File: src/rtl/core_pkg.sv
// Shared core types and defaults for the fetch front end.
// Holds the IF/ID bundle layout and the fetch NOP word.
package core_pkg;

  localparam int ADDR_W  = 5;
  localparam int INSTR_W = 32;

  localparam logic [INSTR_W-1:0] NOP_INSTR = 32'h0000_0013;

  typedef struct packed {
    logic [ADDR_W-1:0]  pc;
    logic [INSTR_W-1:0] instr;
  } if_id_t;

endpackage

File: src/rtl/fetch_skid_fifo.sv
// Two-entry {pc, instr} skid FIFO between instruction memory and decode.
// Wrapping 1-bit pointers; clear empties it in one cycle.
module fetch_skid_fifo
  import core_pkg::*;
#(
  parameter int AW = core_pkg::ADDR_W,
  parameter int DW = core_pkg::INSTR_W
) (
  input  logic          clk,
  input  logic          rst,
  input  logic          clear,
  input  logic          push,
  input  logic [AW-1:0] push_pc,
  input  logic [DW-1:0] push_instr,
  input  logic          pop,
  output logic [1:0]    count,
  output logic [AW-1:0] head_pc,
  output logic [DW-1:0] head_instr
);

  logic [AW-1:0] pc_q  [2];
  logic [DW-1:0] ins_q [2];
  logic          wr_ptr;
  logic          rd_ptr;
  logic [1:0]    cnt_q;
  logic          do_pop;
  logic          do_push;

  assign do_push = push & ~clear;
  assign do_pop  = pop & ~clear & (cnt_q != 2'd0);

  always_ff @(posedge clk) begin
    if (rst || clear) begin
      wr_ptr <= 1'b0;
      rd_ptr <= 1'b0;
      cnt_q  <= 2'd0;
    end else begin
      if (do_push) wr_ptr <= ~wr_ptr;
      if (do_pop)  rd_ptr <= ~rd_ptr;
      cnt_q <= cnt_q + {1'b0, do_push}
                     - {1'b0, do_pop};
    end
  end

  // Storage needs no reset: count gates visibility.
  always_ff @(posedge clk) begin
    if (do_push) begin
      pc_q[wr_ptr]  <= push_pc;
      ins_q[wr_ptr] <= push_instr;
    end
  end

  assign count      = cnt_q;
  assign head_pc    = pc_q[rd_ptr];
  assign head_instr = ins_q[rd_ptr];

  a_no_overflow: assert property (
    @(posedge clk) disable iff (rst || clear)
    !(do_push && !do_pop && cnt_q == 2'd2)
  ) else $error("fetch fifo overflow");

endmodule

File: src/rtl/instr_fetch_stage.sv
// Fetch stage: PC handshake -> 1-cycle imem -> skid FIFO -> IF/ID.
// Optional perf counters under `FETCH_PERF_CNT_EN.
module instr_fetch_stage
  import core_pkg::*;
#(
  parameter int ADDR_W  = core_pkg::ADDR_W,
  parameter int INSTR_W = core_pkg::INSTR_W,
  parameter logic [INSTR_W-1:0] NOP_INSTR =
    core_pkg::NOP_INSTR
) (
  input  logic               clk,
  input  logic               rst,
  input  logic [ADDR_W-1:0]  pc_i,
  input  logic               pc_valid_i,
  output logic               pc_ready_o,
  input  logic               flush_i,
  output logic               imem_en_o,
  output logic [ADDR_W-1:0]  imem_addr_o,
  input  logic [INSTR_W-1:0] imem_rdata_i,
  output logic               if_id_valid_o,
  input  logic               if_id_ready_i,
  output logic [ADDR_W-1:0]  if_id_pc_o,
`ifdef FETCH_PERF_CNT_EN
  output logic [15:0]        perf_stall_cnt_o,
  output logic [15:0]        perf_flush_cnt_o,
`endif
  output logic [INSTR_W-1:0] if_id_instr_o
);

  logic              infl_v;
  logic [ADDR_W-1:0] infl_pc;
  logic [1:0]        count;
  logic [ADDR_W-1:0] head_pc;
  logic [INSTR_W-1:0] head_instr;
  logic              pop;
  logic              accept;
  logic              push;
  logic [2:0]        credit;

  assign pop    = if_id_valid_o & if_id_ready_i;
  assign accept = pc_valid_i & pc_ready_o;
  assign push   = infl_v & ~flush_i;

  // Slots committed after this edge: FIFO + in-flight - leaving.
  assign credit = {1'b0, count} + {2'b0, infl_v}
                - {2'b0, pop};

  assign pc_ready_o = ~rst & ~flush_i
                    & (credit < 3'd2);

  assign imem_en_o   = accept;
  assign imem_addr_o = pc_i;

  always_ff @(posedge clk) begin
    if (rst || flush_i) begin
      infl_v <= 1'b0;
    end else begin
      infl_v <= accept;
    end
  end

  always_ff @(posedge clk) begin
    if (accept) infl_pc <= pc_i;
  end

  fetch_skid_fifo #(
    .AW (ADDR_W),
    .DW (INSTR_W)
  ) u_fifo (
    .clk        (clk),
    .rst        (rst),
    .clear      (flush_i),
    .push       (push),
    .push_pc    (infl_pc),
    .push_instr (imem_rdata_i),
    .pop        (pop),
    .count      (count),
    .head_pc    (head_pc),
    .head_instr (head_instr)
  );

  assign if_id_valid_o = (count != 2'd0);
  assign if_id_pc_o    = if_id_valid_o ? head_pc : '0;
  assign if_id_instr_o = if_id_valid_o ? head_instr
                                       : NOP_INSTR;

`ifdef FETCH_PERF_CNT_EN
  logic stall_ev;

  assign stall_ev = pc_valid_i & ~pc_ready_o & ~flush_i;

  always_ff @(posedge clk) begin
    if (rst) begin
      perf_stall_cnt_o <= 16'd0;
      perf_flush_cnt_o <= 16'd0;
    end else begin
      if (stall_ev && perf_stall_cnt_o != 16'hFFFF)
        perf_stall_cnt_o <= perf_stall_cnt_o + 16'd1;
      if (flush_i && perf_flush_cnt_o != 16'hFFFF)
        perf_flush_cnt_o <= perf_flush_cnt_o + 16'd1;
    end
  end
`endif

endmodule

File: config.mk
export PLATFORM = sky130hd
export DESIGN_NAME = instr_fetch_stage
export DESIGN_NICKNAME = d
export VERILOG_FILES = /design/src/rtl/core_pkg.sv /design/src/rtl/fetch_skid_fifo.sv /design/src/rtl/instr_fetch_stage.sv
export SDC_FILE = /design/constraint.sdc
export NUM_CORES = 1
export LEC_CHECK = 0
export CAP_MARGIN = 20
export CORE_UTILIZATION = 30
export DETAILED_ROUTE_END_ITERATION = 10
export PLACE_DENSITY_LB_ADDON = 0.3
export RECOVER_POWER = 100
export SETUP_SLACK_MARGIN = 0.5
export SKIP_CTS_REPAIR_TIMING = 1
export SLEW_MARGIN = 10
export SYNTH_ARGS = -nofsm -noshare
export SYNTH_HDL_FRONTEND = slang
export SYNTH_SLANG_ARGS = --single-unit
export TNS_END_PERCENT = 5
File: constraint.sdc
create_clock -name clk -period 2.8 [get_ports clk]
set_clock_uncertainty 0.05 [all_clocks]
set_input_delay 0.28 -clock clk [delete_from_list [all_inputs] [get_ports clk]]
set_output_delay 0.28 -clock clk [all_outputs]
set_load 0.01 [all_outputs]
==> impl_results.md <==
* VDD IR max at 0.000240 V
* Worst Setup SP: if_id_ready_i
* Logic gate share of total power at 5.2%
* GP Congestion at 0.650
* Routed vias at 1910
* Setup WS pre-CTS at -154 ps
* Worst Tran Pin Value at 1170 ps
* Synthesized Nets at 245
* Clock Latency Late Sink at 340 ps
* Slowest cell on crit path: dlygate4sd3_1
* Post-route ant nets at 0
* Fin. Hold Viols at 0
* Critical Path RT at 2470 ps
* First-pass GRT wire length at 9.15 mm
* Placed cells at 421
* CTS tree: done
* Die width at 107 um
* Yosys top cell by area: edfxtp_1
* Top Family by Delay on Critical Path: buffers and inverters
* Worst Slack Setup Final at 169 ps
* Drt via density at 4.34
* Max Slew Vio Count at 0
* Sequential share of power at 62.4%
* Sw frac at 20.7%
* Grt ovf at 0
* Post-synthesis sequential area ratio at 74.7%
* Most frequent cells in the layout: 79 x edfxtp_1, 59 x dlygate4sd3_1, 37 x mux2i_1
* Critical setup path kind: in2out
* Largest net degree at the start of global routing at 38
* FF-to-FF Start: u_fifo.count[0]$_SDFF_PP0_
* Worst hold stages at 0
* Total CTS buffers at 9
* Area Overhead vs Synth at 37.0%
* Met1 usage at 12.6%
* Share of cells above drive strength 1 at 11.0%
* Max Clock Freq at 0.380 GHz
* Yosys Warn Count at 0
* Final cycle utilization of the critical path at 94.0%
* First-pass iteration count of the detailed router at 4
* Number of global-route vias before repair at 1924
* Mapped Cells at 199
* Hold endpoint: u_fifo.pc_q[0][1]$_DFFE_PP_
* Synth area leaders: edfxtp_1 71%, mux2i_1 11%, nor2_1 3.9%, dfxtp_1 3.6%, buf_4 1.4%
* Final min period at 2630 ps
* PwrDens at 492 mW/mm2
* Startpoint types: input port
* Bufs on Longest Clock Path at 2
* CTS clock-pin slew for the worst setup and hold paths at 70 ps
* Commonest non-fill, non-tap cell in the layout: edfxtp_1
* Non-Filler Instances at 440
* CP bufs+invs at 3
* Die ar. at 0.0115 mm2
* Syn_area_per_cell at 16.8 um2
* HP Class: reg2reg
* Max cap viols at 0
* Core Region at 0.0108 mm2
* RSZ-0062 raised after global routing: yes
* Final Net Count at 341
* DRC errors left at 0
* Critical path's largest stage delay at 550 ps
* Routed len/inst at 13.3 um
* Met2 usage at 17.5%
* Crit path arrival time at 2300 ps
* Switching pwr at 466 uW
* Beginning of the worst hold path: infl_pc[1]$_DFFE_PP_
* Static Leakage at 0.00150 uW
* Total power at 2250 uW
* Global Route Usage Sum at 10.6%
* Post-DP HPWL at 3.74 mm
* FF-to-FF setup slack at 410 ps
* Internal power at 1780 uW
* Register bit total from synthesis at 85
* Top-level I/O count at 87
* Final Routed Wirelength at 5.86 mm
* I/O Buffers at 86
* Clock power share at 32.3%
* Worst path cell trace: dlygate4sd3_1, o21a_4, ha_4, nand2b_4, fa_2, xnor2_2, buf_4, and4_4, buf_6
* Fillers at 1016
* Initial antenna violation count at 0
* # rows at 38
* Die height at 107 um
* Clk sinks at 85
* CP max FO at 2
* Reg area at 0.00250 mm2
* Met3 Track Usage GR at 4.36%
* Busiest grt layer: met2
* Yosys cell types at 24
* Crit. End Element: output port
* H-tree lvl count at 3
* Multi-input logic area at 777 um2
* Antenna Cells at 0
* Netlist Area Pre-Place at 0.00333 mm2
* Initial DRC Count at 61
* Root buffer cell: clkbuf_8
* Slew HR at 22.2%
* Setup TNS at 0 ps
* Status: finished clean
* Finished Core Util at 42.2%
* R2r endpoint: infl_pc[1]$_DFFE_PP_
* Worst Reg-to-Reg Cells at 8
* Post-synth top area share at 71.1%
* Initial core utilization at 30.8%
* Endpoints failing setup at 0
[stage by stage]
stage / instance area (um2) / hold WS (ps)
after CTS: 4540 / 399
after global routing: 4570 / 415
after global placement: 4380 / 375
after detailed placement: 4380 / 381
final: 4570 / 402
after floorplan: 3340 / 299
[how the worst max path moves through the flow]
stage	to	slack, ps	depth (start not counted)
finish	imem_en_o	170	9
global route	imem_en_o	90	9
CTS	imem_en_o	-300	7
detailed placement	imem_en_o	-150	8
global placement	imem_en_o	-110	8
floorplan	infl_pc[0]$_DFFE_PP_	520	6
[cell families (layout without fill, tap and decap cells)]
group,Yosys count,count (layout),share of synthesized area [%]
buffers and inverters,15,116,3.15
multiplexers,39,39,11.8
adder cells (fa/ha/maj),4,4,1.73
XOR/XNOR,3,3,1.20
AO/OA/AOI/OAI,1,1,0.263
AND/OR/NAND/NOR,52,52,7.13
flip-flops,85,85,74.7
[state kept, by name, indices dropped and copies added (netlist names), named ones only]
register	cells
u_fifo.count	2
infl_v	1
u_fifo.rd_ptr	1
infl_pc	5
u_fifo.ins_q	64
u_fifo.wr_ptr	1
u_fifo.pc_q	10
[power by group through the flow]
| stage | Sequential (uW) | Clock [uW] | Combinational (uW) |
|---|---|---|---|
| global placement | 1430 | 0 | 129 |
| CTS | 1410 | 766 | 132 |
| global route | 1410 | 811 | 129 |
| detailed placement | 1430 | 0 | 131 |
| floorplan | 1430 | 0 | 37.6 |
| finish | 1410 | 727 | 118 |
[cell type report]
type / count / area share (%)
repair buffers: 97 / 20.6
clock buffers: 9 / 2.71
inverters: 3 / 0.246
clock inverters: 7 / 0.931
flip-flops and latches: 85 / 54.7
multi-input cells: 99 / 17.0
well taps: 140 / 3.83
[Yosys cell counts, drive strengths merged]
library cell / number
edfxtp: 79
mux2i: 37
nor2: 36
buf: 12
dfxtp: 6
ha: 3
inv: 3
nand2: 3
nor2b: 3
nor3: 3
and2: 2
and4: 2
mux2: 2
xnor2: 2
and3: 1
fa: 1
nand2b: 1
nor3b: 1
o21a: 1
xnor3: 1
[metal layers]
metal	share of wire, %	vias to the layer above
li1	-	922
met1	43	930
met2	50	52
met3	5.9	6
met4	1.0	0
met5	0	-
No activity file was read; power rests on OpenSTA's default activity.
==> patch 1 (same flow settings) <==
Add a define of `FETCH_PERF_CNT_EN`.
--- a/src/rtl/instr_fetch_stage.sv
+++ b/src/rtl/instr_fetch_stage.sv
@@ -1,5 +1,7 @@
 // Fetch stage: PC handshake -> 1-cycle imem -> skid FIFO -> IF/ID.
 // Optional perf counters under `FETCH_PERF_CNT_EN.
+`define FETCH_PERF_CNT_EN
+
 module instr_fetch_stage
   import core_pkg::*;
 #(
Formal check against the unedited RTL (old outputs only; new: perf_flush_cnt_o and perf_stall_cnt_o): equivalent (Yosys induction, for registers that start in step).
==> patch 1 against the unedited design <==
Synthesized area increased by 46%. Clock power increased to 2.9 times the old value. Power increased by 84%. Count of clock-buffer cells in the layout increased by 10. First-iteration DRC count increased to 3.5 times the old value. Non-clock buffer count increased by 40. Via count increased by 80%. Setup slack got worse by 59 ps. Global-route usage increased by 3.3 points. Routed wire length increased by 91%. Final area increased by 58%. Sequential share of layout area decreased by 11 points. Sequential cell count increased by 32. Sequential power increased by 33%. Critical endpoint unchanged. Largest power group is now clock. Highest routed layer is now met5.
==> patch 1: results (changes against the unedited design) <==
| Item | Value | Unit | Delta |
| --- | --- | --- | --- |
| Run status | complete, no violations | - | unchanged |
| Mean Syn Cell Area | 12.66 | sq um | was 16.76 sq um |
| Total Nets Final | 572 | - | was 341 |
| Number of buffers added by the clock tree synthesis step | 17 | - | was 9 |
| Arrival time of data at the critical path endpoint | 2360 | ps | was 2300 ps |
| Gp weighted congestion | 0.7844 | - | was 0.6496 |
| VDD IR max | 0.3700 | mV | was 0.2396 mV |
| Clk Latency, worst-skew pair | 410 | ps | was 340 ps |
| Vias in the first global route | 3,396 | - | was 1,924 |
| Worst Reg-to-Reg Cells | 13 | - | was 8 |
| Global-route track usage on met3 | 0.05656 | - | was 0.04358 |
| Slack of the worst reg-to-reg path | 110 | ps | was 410 ps |
| Max stage delay on crit path | 570 | ps | was 550 ps |
| GRT Overall Usage | 0.1391 | - | was 0.1060 |
| Unique cell type count in the Yosys netlist | 43 | - | was 24 |
| Switching Share | 0.1969 | - | was 0.2071 |
| Most numerous cell types in the synthesized netlist | edfxtp_1 (79), nor2_1 (71), mux2i_1 (41) | - | was edfxtp_1 (79), mux2i_1 (37), nor2_1 (35) |
| Number of levels the H-tree was split into | 4 | - | was 3 |
| Placed Instance Area | 6447 | sq um | was 4377 sq um |
| Mapped Nets | 433 | - | was 245 |
| Static leakage | 2.871 | nW | was 1.502 nW |
| Final total power | 4.147 | mW | was 2.250 mW |
| Met2 usage in global routing | 0.2220 | - | was 0.1751 |
| Slew margin rel. | 0.3063 | - | was 0.2225 |
| Largest registers | u_fifo.ins_q x64, perf_flush_cnt_o x16, perf_stall_cnt_o x16 | - | was u_fifo.ins_q x64, u_fifo.pc_q x10, infl_pc x5 |
| Reg-to-Reg End | perf_stall_cnt_o[15] | - | was infl_pc[1] |
-- patch 1: final cells by class --
type / instances / share of cell area
multi-input combinational: 242 / 0.2471
tap: 216 / 0.03738
clock inverter: 13 / 0.01921
clock buffer: 19 / 0.05987
timing repair buffer: 137 / 0.1973
inverter: 9 / 0.004672
sequential: 117 / 0.4345
-- patch 1: how the worst min path moves through the flow --
stage	from	to	cells past startpoint
after global routing	infl_pc[3]	u_fifo.pc_q[0][3]	0
after CTS	imem_rdata_i[6]	u_fifo.ins_q[0][6]	1
after global placement	infl_pc[3]	u_fifo.pc_q[0][3]	0
final	infl_pc[3]	u_fifo.pc_q[1][3]	0
after floorplan	pc_i[0]	infl_pc[0]	0
after detailed placement	infl_pc[3]	u_fifo.pc_q[0][3]	0
-- patch 1: worst max-delay path: cells and delay by family, from the launching register on --
| family | cells | cell delay [ps] |
|---|---|---|
| fa+ha+maj | 2 | 770 |
| buf+inv | 3 | 190 |
| flops | 1 | 330 |
| simple gates | 6 | 670 |
-- patch 1: kinds of logic after synthesis --
| family | share of synthesized area |
|---|---|
| AOI/OAI and AO/OA | 0.03593 |
| buffers and inverters | 0.02463 |
| DFF | 0.6425 |
| and+or+nand+nor | 0.1542 |
| xor gates and xnor gates | 0.03926 |
| adders and majority gates | 0.01694 |
| muxes | 0.08648 |
-- patch 1: metal layers --
metal	vias up	routed length (um)
met2	109	5318
met3	10	720
met5	-	9
met4	2	108
met1	1658	5065
li1	1665	-
-- patch 1: metrics by stage --
stage	setup slack, ps	hold slack (ps)
2_1_floorplan	49.29	328.9
3_3_place_gp	-225.0	377.9
3_5_place_dp	-214.8	382.2
4_1_cts	-462.9	374.1
5_1_grt	-21.84	403.5
6_report	110.0	392.0
==> patch 2 (same flow settings) <==
Made on the original files. The package constant `INSTR_W` goes from 32 to 40.
--- a/src/rtl/core_pkg.sv
+++ b/src/rtl/core_pkg.sv
@@ -3,7 +3,7 @@
 package core_pkg;
 
   localparam int ADDR_W  = 5;
-  localparam int INSTR_W = 32;
+  localparam int INSTR_W = 40;
 
   localparam logic [INSTR_W-1:0] NOP_INSTR = 32'h0000_0013;
 
Interface: changed (resized if_id_instr_o and imem_rdata_i); port bits go from 87 to 103. The function was not compared with the original's and may differ.
==> patch 2 against the unedited design <==
First-iteration DRC count grew 85%. Combinational power grew 16%. Power grew 34%. Routed wire length grew 24%. Critical path depth shrank 1. Largest power group unchanged. Hold slack lost 9.5 ps. Synthesized cell count grew 17%. Global-route usage grew 0.14 points. Die area grew 18%. Synthesized area grew 18%. Sequential cell count grew 16. Final area grew 20%. Setup slack gained 12 ps. Register-to-register slack lost 120 ps. Critical endpoint unchanged.
==> patch 2: results (changes against the unedited design) <==
| Item | Value | Unit | Delta |
| --- | --- | --- | --- |
| Maximum fanout count along the critical path | 3 | - | was 2 |
| Arrival time of data at the critical path endpoint | 2290 | ps |  |
| Average wire per standard cell | 13.98 | um | was 13.32 um |
| Most numerous cell types in the synthesized netlist | edfxtp_1 (95), mux2i_1 (45), nor2_1 (43) | - | was edfxtp_1 (79), mux2i_1 (37), nor2_1 (35) |
| Path class of the lowest-slack min-delay path | reg2reg | - | unchanged |
| Mapped Nets | 287 | - | was 245 |
| Per-cell via count in the routed design | 4.237 | - | was 4.341 |
| Dominant register cell in the synthesized netlist | edfxtp_1 | - | unchanged |
| Worst hold slack after final layout | 392.6 | ps | was 402.0 ps |
| Number of flops mapped to enable cells by yosys | 95 | - | was 79 |
| Total Nets Final | 396 | - | was 341 |
| Largest registers | u_fifo.ins_q x80, u_fifo.pc_q x10, infl_pc x5 | - | was u_fifo.ins_q x64, u_fifo.pc_q x10, infl_pc x5 |
| Clock Tree Buf Depth | 2 | - | unchanged |
| DP Wirelength | 4.451 | mm | was 3.735 mm |
| Static leakage | 1.842 | nW | was 1.502 nW |
| Run status | complete, no violations | - | unchanged |
| GRT Overall Usage | 0.1075 | - | was 0.1060 |
| FILL cells | 1,184 | - | was 1,016 |
| Unique cell type count in the Yosys netlist | 24 | - | unchanged |
| Placed Instance Area | 5192 | sq um | was 4377 sq um |
| Gp weighted congestion | 0.6563 | - | was 0.6496 |
| Reg-to-Reg End | infl_pc[2] | - | was infl_pc[1] |
| Master of the slowest instance on the critical path | clkdlybuf4s50_1 | - | was dlygate4sd3_1 |
| Category of cells accounting for the largest share of critical-path delay | buffers and inverters | - | unchanged |
| Vias in the first global route | 2,182 | - | was 1,924 |
| Slew at the pin closest to its max-slew limit | 1269 | ps | was 1166 ps |
| Pin count of the biggest net entering global routing | 46 | - | was 38 |
| Clock slew seen by the registers of the worst setup and hold paths | 70 | ps | about the same |
| Worst Reg-to-Reg Cells | 8 | - | unchanged |
| First-pass GRT wire length | 10.73 | mm | was 9.149 mm |
| Launch point of the critical path | if_id_ready_i | - | unchanged |
| Port Buffer Count | 102 | - | was 86 |
| Register area share after synthesis | 0.7543 | - | was 0.7475 |
| Layout cells sized above 1 | 0.09798 | - | was 0.1100 |
| Clk Latency, worst-skew pair | 330 | ps |  |
| Clock tree root buffer cell | clkbuf_16 | - | was clkbuf_8 |
| Most area-consuming cells after synthesis | edfxtp_1 (72%), mux2i_1 (11%), nor2_1 (4.1%) | - | was edfxtp_1 (71%), mux2i_1 (11%), nor2_1 (3.9%) |
| Max stage delay on crit path | 480 | ps | was 550 ps |
| Slack of the worst reg-to-reg path | 290 | ps | was 410 ps |
| Number of levels the H-tree was split into | 3 | - | unchanged |
| Worst hold path startpoint | infl_pc[3] | - | was infl_pc[1] |
| Worst hold endpoint | u_fifo.pc_q[1][3] | - | was u_fifo.pc_q[0][1] |
| Drt first-iter violations | 113 | - | was 61 |
| Detailed-router iteration count before antenna repair | 4 | - | unchanged |
| VDD IR max | 0.2120 | mV | was 0.2396 mV |
| Fraction of registers with async set/reset | 0 | - | unchanged |
## patch 2: changes by cell type after synthesis
cell and change:
nor2_1 +8, mux2i_1 +8, buf_6 +1, buf_2 +1, edfxtp_1 +16
## patch 2: kinds of logic after synthesis
group | count (synthesis) | share of synthesized area
adder cells (fa/ha/maj) | 4 | 0.01460
AND/OR/NAND/NOR | 60 | 0.06794
flip-flops | 101 | 0.7543
buffers and inverters | 17 | 0.03079
AO/OA/AOI/OAI | 1 | 0.002223
multiplexers | 47 | 0.1200
XOR/XNOR | 3 | 0.01016
## patch 2: worst max path at each step
stage | to
floorplan | infl_pc[0]
global placement | imem_en_o
detailed placement | imem_en_o
CTS | imem_en_o
global route | imem_en_o
finish | imem_en_o
## patch 2: layout make-up
cell class | instances | area, sq um | area share
Sequential cell | 101 | 2975 | 0.5427
Multi-Input combinational cell | 115 | 879.6 | 0.1604
Clock inverter | 7 | 66.31 | 0.01209
Clock buffer | 9 | 225.2 | 0.04108
Tap cell | 172 | 215.2 | 0.03925
Inverter | 3 | 11.26 | 0.002054
Timing Repair Buffer | 112 | 1110 | 0.2024
## patch 2: power breakdown
part	switching, mW	internal (mW)	total [mW]
Clock	0.517	0.686	1.20
Combinational	0.0569	0.0799	0.137
Sequential	0.00555	1.67	1.67
## patch 2: per-layer routing
metal | vias to the layer above | track usage | share of wire
met1 | 1058 | 0.1238 | 0.41
met3 | 11 | 0.02698 | 0.053
met4 | 0 | 0.05823 | 0.020
met5 | - | 0 | 0
met2 | 58 | 0.1838 | 0.51
li1 | 1072 | - | -
## patch 2: stage by stage
stage	setup slack, ps	util	std cells
finish	181.1	0.4310	519
global route	115.8	0.4310	519
CTS	-311.6	0.4311	517
detailed placement	-186.9	0.4081	501
global placement	-110.9	0.4081	501
floorplan	520.4	-	233
